## config.mk

```make
export PLATFORM = sky130hd
export DESIGN_NAME = fetch_unit
export DESIGN_NICKNAME = d
export VERILOG_FILES = /design/src/rtl/fetch_unit.sv
export SDC_FILE = /design/constraint.sdc
export NUM_CORES = 1
export LEC_CHECK = 0
export CAP_MARGIN = 10
export CORE_UTILIZATION = 46
export DETAILED_ROUTE_END_ITERATION = 10
export GPL_ROUTABILITY_DRIVEN = 0
export PLACE_DENSITY = 0.82
export SYNTH_ARGS = -nofsm -noshare
export SYNTH_HDL_FRONTEND = slang
export SYNTH_SLANG_ARGS = --single-unit
```

## constraint.sdc

```tcl
create_clock -name clk -period 4.7 [get_ports clk]
set_input_delay 0.94 -clock clk [delete_from_list [all_inputs] [get_ports clk]]
set_output_delay 0.94 -clock clk [all_outputs]
set_load 0.01 [all_outputs]
```

## src/rtl/fetch_unit.sv

```systemverilog
// Instruction fetch FSM: one outstanding imem read, a single-entry holding register toward decode, redirect-driven PC reload.
// Latency: request issued the cycle after IDLE/handshake/redirect; word presented one cycle after imem_rvalid.
// Backpressure: holds the word until instr_ready; optional stall counter under FETCH_PERF_EN.
module fetch_unit #(
    parameter logic [31:0] RESET_PC = 32'h0000_0000
) (
    input  logic        clk,
    input  logic        rst,
    output logic        imem_req,
    output logic [31:0] imem_addr,
    input  logic        imem_rvalid,
    input  logic [31:0] imem_rdata,
    output logic [31:0] instruction,
    output logic [31:0] instr_pc,
    output logic        instr_valid,
    input  logic        instr_ready,
    input  logic        redirect,
    input  logic [31:0] redirect_pc,
    input  logic [31:0] redirect_offset,
    output logic        misalign
`ifdef FETCH_PERF_EN
    ,
    output logic [31:0] stall_count
`endif
);

    typedef enum logic [2:0] {
        IDLE = 3'd0,
        REQ  = 3'd1,
        WAIT = 3'd2,
        HOLD = 3'd3,
        DROP = 3'd4
    } state_t;

    state_t      state_q, state_d;
    logic [31:0] pc_q, pc_d;
    logic [31:0] instr_q, instr_d;
    logic [31:0] instr_pc_q, instr_pc_d;
    logic        imem_req_q, imem_req_d;
    logic        instr_valid_q, instr_valid_d;
    logic        misalign_q, misalign_d;
    logic [31:0] target;

    always_comb begin
        target        = redirect_pc + redirect_offset;
        state_d       = state_q;
        pc_d          = pc_q;
        instr_d       = instr_q;
        instr_pc_d    = instr_pc_q;
        misalign_d    = misalign_q | (redirect & (target[1:0] != 2'b00));

        if (redirect) begin
            pc_d = {target[31:2], 2'b00};
        end

        case (state_q)
            IDLE: state_d = REQ;
            REQ:  state_d = redirect ? DROP : WAIT;
            WAIT: begin
                if (redirect) begin
                    state_d = imem_rvalid ? REQ : DROP;
                end else if (imem_rvalid) begin
                    instr_d    = imem_rdata;
                    instr_pc_d = pc_q;
                    pc_d       = pc_q + 32'd4;
                    state_d    = HOLD;
                end
            end
            HOLD: begin
                if (redirect || instr_ready) begin
                    state_d = REQ;
                end
            end
            // A stale response landing together with a redirect still retires the
            // outstanding request, so waiting for another one would never end.
            DROP: begin
                if (imem_rvalid) begin
                    state_d = REQ;
                end
            end
            default: state_d = IDLE;
        endcase

        imem_req_d    = (state_d == REQ);
        instr_valid_d = (state_d == HOLD);
    end

`ifdef FETCH_PERF_EN
    logic [31:0] stall_q, stall_d;

    always_comb begin
        stall_d = stall_q;
        if (state_q == WAIT || state_q == DROP) begin
            stall_d = stall_q + 32'd1;
        end
    end

    always_ff @(posedge clk) begin
        if (rst) begin
            stall_q <= 32'd0;
        end else begin
            stall_q <= stall_d;
        end
    end

    assign stall_count = stall_q;
`endif

    always_ff @(posedge clk) begin
        if (rst) begin
            state_q       <= IDLE;
            pc_q          <= RESET_PC;
            instr_q       <= 32'd0;
            instr_pc_q    <= 32'd0;
            imem_req_q    <= 1'b0;
            instr_valid_q <= 1'b0;
            misalign_q    <= 1'b0;
        end else begin
            state_q       <= state_d;
            pc_q          <= pc_d;
            instr_q       <= instr_d;
            instr_pc_q    <= instr_pc_d;
            imem_req_q    <= imem_req_d;
            instr_valid_q <= instr_valid_d;
            misalign_q    <= misalign_d;
        end
    end

    assign imem_req    = imem_req_q;
    assign imem_addr   = pc_q;
    assign instruction = instr_q;
    assign instr_pc    = instr_pc_q;
    assign instr_valid = instr_valid_q;
    assign misalign    = misalign_q;

endmodule
```

### After elaboration in Yosys (flattened, before gate mapping)

Index checks and enable logic that the tools add are counted.

* flip-flop bits (word level): 102
* input bits: 101
* output and inout bits: 99
* word-level logic and storage cells: 33

* add/sub/neg operators: 2
* equality and inequality tests: 6
* muxes and demuxes: 11
* bitwise operators: 3
* reduce and logical (&&, ||, !) cells: 4

Operator list (number)
* 32-bit 2-to-1 mux: 4
* 32-bit by 3-bit adder with 32-bit output (second input constant): 1
* 32-bit adder: 1
* 3-bit 2-to-1 mux: 6
* 3-bit case mux with 5 select lines: 1
* 3-bit by 2-bit == test with 1-bit output (second input constant): 3
* 3-bit by 1-bit == test with 1-bit output (second input constant): 2
* 3-bit == test (second input constant): 1
* 3-bit zero test: 1
* 3-bit AND reduction: 1
* 2-bit nonzero test: 1
* 1-bit bitwise AND: 1
* 1-bit logical OR: 1
* 1-bit inverter: 1
* 1-bit OR: 1

### Depth between registers and ports, before layout

Gate-level depths: netlist (run 1).

* word-level depth: 5
* mapped depth: 11
* depth with buffers taken out: 11

### Worst setup path before layout (run 1)

No wires, ideal clock.

* path kind: in2reg
* start point: input redirect_pc[0]
* end point: register pc_q[30] (netlist: imem_addr[30])
* setup time: 0.088 ns
* arrival: 3.527 ns
* data required time: 4.612 ns
* setup slack: 1.085 ns
* stages: 11
* buffers on the path: 0
* cells stage by stage: ha_1 fa_1 a21o_1 a221oi_2 o221a_2 o21ba_2 o21bai_2 a211o_1 a2111oi_4 o21ai_1 a311oi_2

* word-level cells in the longest chain between the ends: 5

Ends and longest elaborated chain
* start: declaration: line 18 `input logic [31:0] redirect_pc,`
* 32-bit adder *: line 45 `target = redirect_pc + redirect_offset;`
* 32-bit 2-to-1 mux *: line 52 `if (redirect) begin`
* 32-bit 2-to-1 mux: line 62 `end else if (imem_rvalid) begin`
* 32-bit 2-to-1 mux: line 60 `if (redirect) begin`
* 32-bit 2-to-1 mux *: line 56 `case (state_q)`
* end signal: assignment: line 120 `pc_q <= pc_d;`
* end: declaration: line 36 `logic [31:0] pc_q, pc_d;`

Every way passes the cells marked *; elsewhere a longest branch is shown, timed or not.
A chain may end at the register's enable or synchronous reset.

### Final worst setup path (run 1)

Same ends and word-level chain as after synthesis.

==> results.md, run 1 <==
- Slew HR: 31.0%
- Logic pwr share: 24.3%
- Power per cell area: 267 nW/um2
- Routed WL: 15500 um
- Post-Syn Instances: 717
- FILL cells: 958
- Total gr overflow: 0
- Post-synth top area share: 36.5%
- Status: finished, violations left
- Synthesized area per cell: 7.80 um2
- Synth area leader: dfxtp_1
- Seq/Total Area, Yosys: 36.5%
- Setup Skew: 0.00347 ns
- Critical path origin: redirect_pc[0]
- Nets@finish: 1025
- Synthesized Nets: 851
- Seq pwr share: 45.2%
- GRT Util Overall: 24.9%
- Initial Util: 48.1%
- Hold crit path type: reg -> reg
- Post-DP HPWL: 11800 um
- Clock Pin Slew Worst Setup and Hold Paths: 0.06 ns
- Crit path buf inv count: 1
- Final Critical Period: 3.99 ns
- Cells along the critical path: clkdlybuf4s50_1 > ha_1 > fa_1 > a21o_1 > a221oi_2 > o221a_2 > o21ba_2 > o21bai_2 > a211o_1 > a2111oi_4 > o21ai_1 > a311oi_2
- Max Slew Vio Count: 0
- Largest net degree at the start of global routing: 99
- Worst path arrival time: 4.24 ns
- TritonCTS Sinks: 102
- Die Wd: 112 um
- Max-cap viol count: 0
- # setup viols final: 0
- Count leader, synth: nand2_1
- Post-CTS Setup Bufs: 0
- Delay-heaviest family, CP: compound AO/OA/AOI/OAI gates
- P_leak: 2.88 nW
- Tightest Pin Transition: 1.04 ns
- Worst R2R End: imem_addr[31]
- Max incr delay on CP: 0.41 ns
- Max VDD drop: 0.161 mV
- Post-Synthesis Cell Area: 5590 um2
- DR vias: 5671
- Die Ht: 112 um
- R2r setup slk: 2.09 ns
- Pre-CTS setup slack: 0.382 ns
- Distinct cells, synth: 51
- N_diodes: 0
- Post-synthesis async set-or-reset flop share: 0%
- Worst-skew pair later-pin latency: 0.33 ns
- Number of remaining DRC errors: 16
- Failing checks: DRC
- Layout area overhead: 41.5%
- Post-synth EDFFs: 0
- Drt initial violations: 392
- Setup Total Neg Slack: 0 ns
- WP depth: 12
- Num rows: 39
- Psw: 0.585 mW
- Layout Cells excl Fill: 1038
- I/O pin cnt: 200
- Crit path to: imem_addr[30]
- DRT antenna net count: 0
- Post_cts resized: 0
- RSZ-0062 raised after global routing: false
- DR pass1 iterations: 8
- Number of port buffers: 199
- H-tree lvl count: 3
- PnR worst setup slack: 0.710 ns
- Internal: 1.52 mW
- Die area: 12600 um2
- CTS Hold Bufs: 0
- Clock Path Buffers: 2
- Critical path's slowest cell: fa_1
- Launching point of the worst reg2reg path: state_q[0]
- WL/cell: 15.0 um
- Synth Warn #: 0
- Clock root cell: clkbuf_16
- Vias in the first global route: 5395
- Crit end category: flip-flop
- Clock Power Share: 30.6%
- CP max FO: 4
- Initial antenna violation count: 0
- Main flop type after synthesis: dfxtp_1
- Cells after DPL: 1023
- First-pass GRT wire length: 25500 um
- Vias per std cell: 5.46
- Switching part of the total power: 27.7%
- Layout cells sized above 1: 3.13%
- Synthesized flop and latch total: 102
- Fmax achieved: 251 MHz
- Critical Path Source Type: input pin
- Core Area: 11600 um2
- FF-to-FF path depth: 10
- CTS buffer count: 9
- Top post-synthesis cells by count: nand2_1 (156), dfxtp_1 (102), a21oi_1 (98)
- Top cells by area, synth: dfxtp_1 (37%), nand2_1 (10%), a21oi_1 (8.8%)
- CTS tree: yes
- Hold Vio Cnt, Final: 0
- Final period util: 84.9%
- Worst Path Required: 4.95 ns
- WS Path Type: in -> reg
==> registers in the layout (all words and copies together), names as in the netlist <==
| signal | flops |
|---|---|
| instruction | 32 |
| instr_pc | 32 |
| imem_req | 1 |
| state_q | 3 |
| imem_addr | 32 |
| misalign | 1 |
| instr_valid | 1 |
==> cell usage in the layout, fill, tap and decap left out, drive strengths merged, types with 6 or more instances in the layout <==
cell	netlist	layout
and3	6	6
nand3	13	13
clkbuf	37	13
clkdlybuf4s50	0	197
a21o	13	13
o21bai	8	8
o21ai	16	16
xnor2	36	36
xor2	18	18
nand4	17	17
inv	11	11
nor2	54	54
nor2b	7	7
a211oi	23	23
o22ai	6	6
dfxtp	102	102
nand2	156	156
ha	32	32
a21oi	98	98
==> cell type report <==
cell class | instances | area [um2] | share of cell area [%]
clock inverters | 2 | 10.0 | 0.127
inverters | 11 | 41.3 | 0.522
clock buffers | 13 | 240 | 3.04
flip-flops and latches | 102 | 2040 | 25.8
multi-input cells | 565 | 3380 | 42.7
well taps | 143 | 179 | 2.26
repair buffers | 202 | 2020 | 25.5
==> routing by layer <==
metal  vias up  track usage, %  wire length, um
met5         -               0                0
met4         0            9.69              340
met3        26            3.73             1020
met2       213            43.6             7520
met1      2599            30.8             6650
li1       2833               -                -
==> stage by stage <==
stage | hold WS (ns) | power [mW] | util, % | cell area (um2)
2_1_floorplan | 0.470 | 1.25 | - | 5590
3_3_place_gp | 0.437 | 1.46 | 65.9 | 7660
3_5_place_dp | 0.444 | 1.47 | 65.9 | 7660
4_1_cts | 0.453 | 2.12 | 68.1 | 7910
5_1_grt | 0.472 | 2.21 | 68.1 | 7910
6_report | 0.451 | 2.11 | 68.1 | 7910
==> power by group through the flow <==
stage          combinational [mW]  clock, mW  sequential (mW)
2_1_floorplan               0.274          0            0.973
3_3_place_gp                0.495          0            0.968
3_5_place_dp                0.505          0            0.969
4_1_cts                     0.509      0.660            0.950
5_1_grt                     0.557      0.698            0.957
6_report                    0.512      0.644            0.952
==> kinds of logic after synthesis <==
group,Yosys count,share of synthesized area (%)
and+or+nand+nor,285,22.5
AOI/OAI and AO/OA,191,21.2
DFF,102,36.5
xor gates and xnor gates,54,8.46
buffers and inverters,50,3.38
adders and majority gates,33,7.52
muxes,2,0.358
==> worst reg2reg max path: stages (launching register included) <==
cell	delay [ns]
dfxtp_1	0.36
nor4bb_2	0.29
buf_4	0.20
nand4_1	0.26
nor2_1	0.25
and2_1	0.24
and2b_1	0.25
nand4_1	0.15
xnor2_1	0.16
nor2_1	0.05
a2111oi_0	0.27
==> worst min-delay path by stage <==
stage	start	end	slack, ns	cells after the start
2_1_floorplan	misalign	misalign	0.47	2
3_3_place_gp	misalign	misalign	0.44	2
3_5_place_dp	misalign	misalign	0.44	2
4_1_cts	misalign	misalign	0.45	2
5_1_grt	instruction[2]	instruction[2]	0.47	2
6_report	instr_pc[23]	instr_pc[23]	0.45	2
No activity file was read; power rests on OpenSTA's default activity.
==> run 2, diff against run 1 <==
Clock period 4.7 ns to 4.1 ns, I/O delays scaled along.
==> results.md, run 2 (synthesis results as in run 1) <==
- Most frequent cells in the layout: clkdlybuf4s50_1 (197), nand2_1 (156), dfxtp_1 (102)
- Critical path's slowest cell: fa_1
- Vias in the first global route: 5404
- # setup viols final: 0
- Number of remaining DRC errors: 16
- First-pass GRT wire length: 25700 um
- Status: finished, violations left
- Final instance area: 7990 um2
- Setup Total Neg Slack: 0 ns
- Slew HR: 49.2%
- Clock Path Buffers: 2
- Clock Pin Slew Worst Setup and Hold Paths: 0.07 ns
- WL/cell: 15.3 um
- FILL cells: 956
- Max incr delay on CP: 0.41 ns
- Delay-heaviest family, CP: compound AO/OA/AOI/OAI gates
- Layout area overhead: 42.9%
- Cells along the critical path: clkdlybuf4s50_1 > ha_1 > fa_1 > a21o_1 > a221oi_2 > o221a_2 > o21ba_2 > o21bai_2 > a211o_1 > a2111oi_4 > o21ai_1 > a311oi_2
- Layout cells sized above 1: 4.32%
- TritonCTS Sinks: 102
- Worst path arrival time: 4.02 ns
- Crit end category: flip-flop
- DP Area: 7700 um2
- Failing checks: DRC
- WS Path Type: in -> reg
- Initial antenna violation count: 0
- Vias per std cell: 5.47
- Number of port buffers: 199
- N_diodes: 0
- Fmax achieved: 266 MHz
- Die area: 12600 um2
- Max-cap viol count: 0
- Max Slew Vio Count: 0
- Most common cell after layout, fill and taps aside: clkdlybuf4s50_1
- Hold Vio Cnt, Final: 0
- Post-DP HPWL: 12100 um
- Num rows: 39
- Post-CTS Setup Bufs: 0
- Final Critical Period: 3.76 ns
- Setup Skew: 0.00582 ns
- Die Ht: 112 um
- Max VDD drop: 0.281 mV
- CTS tree: yes
- CTS Hold Bufs: 0
- Clock root cell: clkbuf_16
- Tightest Pin Transition: 0.762 ns
- Crit path buf inv count: 1
- Total power: 2.52 mW
- Critical Path Source Type: input pin
- Power per cell area: 316 nW/um2
- Nets@finish: 1032
- Hold crit path type: reg -> reg
- DR pass1 iterations: 8
- H-tree lvl count: 3
- I/O pin cnt: 200
- Core Area: 11600 um2
- Final period util: 91.7%
- Initial Util: 48.1%
- Total gr overflow: 0
- Drt initial violations: 381
- Die Wd: 112 um
- DR vias: 5720
- Worst Path Required: 4.36 ns
- GRT Util Overall: 25.1%
- Largest net degree at the start of global routing: 64
- Routed WL: 16000 um
- Post-layout util: 68.8%
- Worst-skew pair later-pin latency: 0.34 ns
- P_leak: 2.93 nW
- DRT antenna net count: 0
- CTS buffer count: 9
- CP max FO: 4
- RSZ-0062 raised after global routing: false
- Post_cts resized: 0
run 2: worst register-to-register path, delay by kind of cell, from the launching register on:
family | cells | cell delay [ns]
compound gates | 1 | 0.33
xor+xnor | 1 | 0.16
flops | 1 | 0.36
simple gates | 7 | 1.82
run 2: routing by layer:
metal / global-route usage [%] / part of all wire, % / vias up
met5: 0 / 0 / -
met4: 9.33 / 2.4 / 0
met3: 3.08 / 5.9 / 26
met2: 44.4 / 49 / 218
met1: 31.3 / 43 / 2629
li1: - / - / 2847
run 2: path summary, 6_finish.rpt:
| path | startpoint | slack, ns | cells past startpoint | endpoint |
|---|---|---|---|---|
| max | redirect_pc[0] | 0.34 | 12 | imem_addr[30] |
| min reg2reg | instr_pc[30] | 0.46 | 2 | instr_pc[30] |
| max reg2reg | state_q[0] | 1.30 | 9 | imem_addr[31] |
| min | instr_pc[30] | 0.46 | 2 | instr_pc[30] |
run 2: power breakdown:
part           switching, mW  total (mW)  internal, mW
clock                  0.366       0.838         0.472
sequential            0.0623        1.09          1.03
combinational          0.279       0.592         0.314
total                  0.707        2.52          1.82
run 2: final cells by class:
| type | instances | area, um2 | area share, % |
|---|---|---|---|
| Multi-Input combinational cell | 565 | 3380 | 42.3 |
| Timing Repair Buffer | 209 | 2060 | 25.8 |
| Sequential cell | 102 | 2040 | 25.6 |
| Clock buffer | 10 | 229 | 2.87 |
| Tap cell | 143 | 179 | 2.24 |
| Clock inverter | 6 | 62.6 | 0.783 |
| Inverter | 11 | 41.3 | 0.517 |
run 2: metrics by stage:
step	hold WS [ns]	setup WS (ns)	cells
2_1_floorplan	0.470	0.605	717
3_3_place_gp	0.441	0.0724	1030
3_5_place_dp	0.445	0.0179	1030
4_1_cts	0.457	0.361	1046
5_1_grt	0.469	0.251	1046
6_report	0.455	0.340	1046
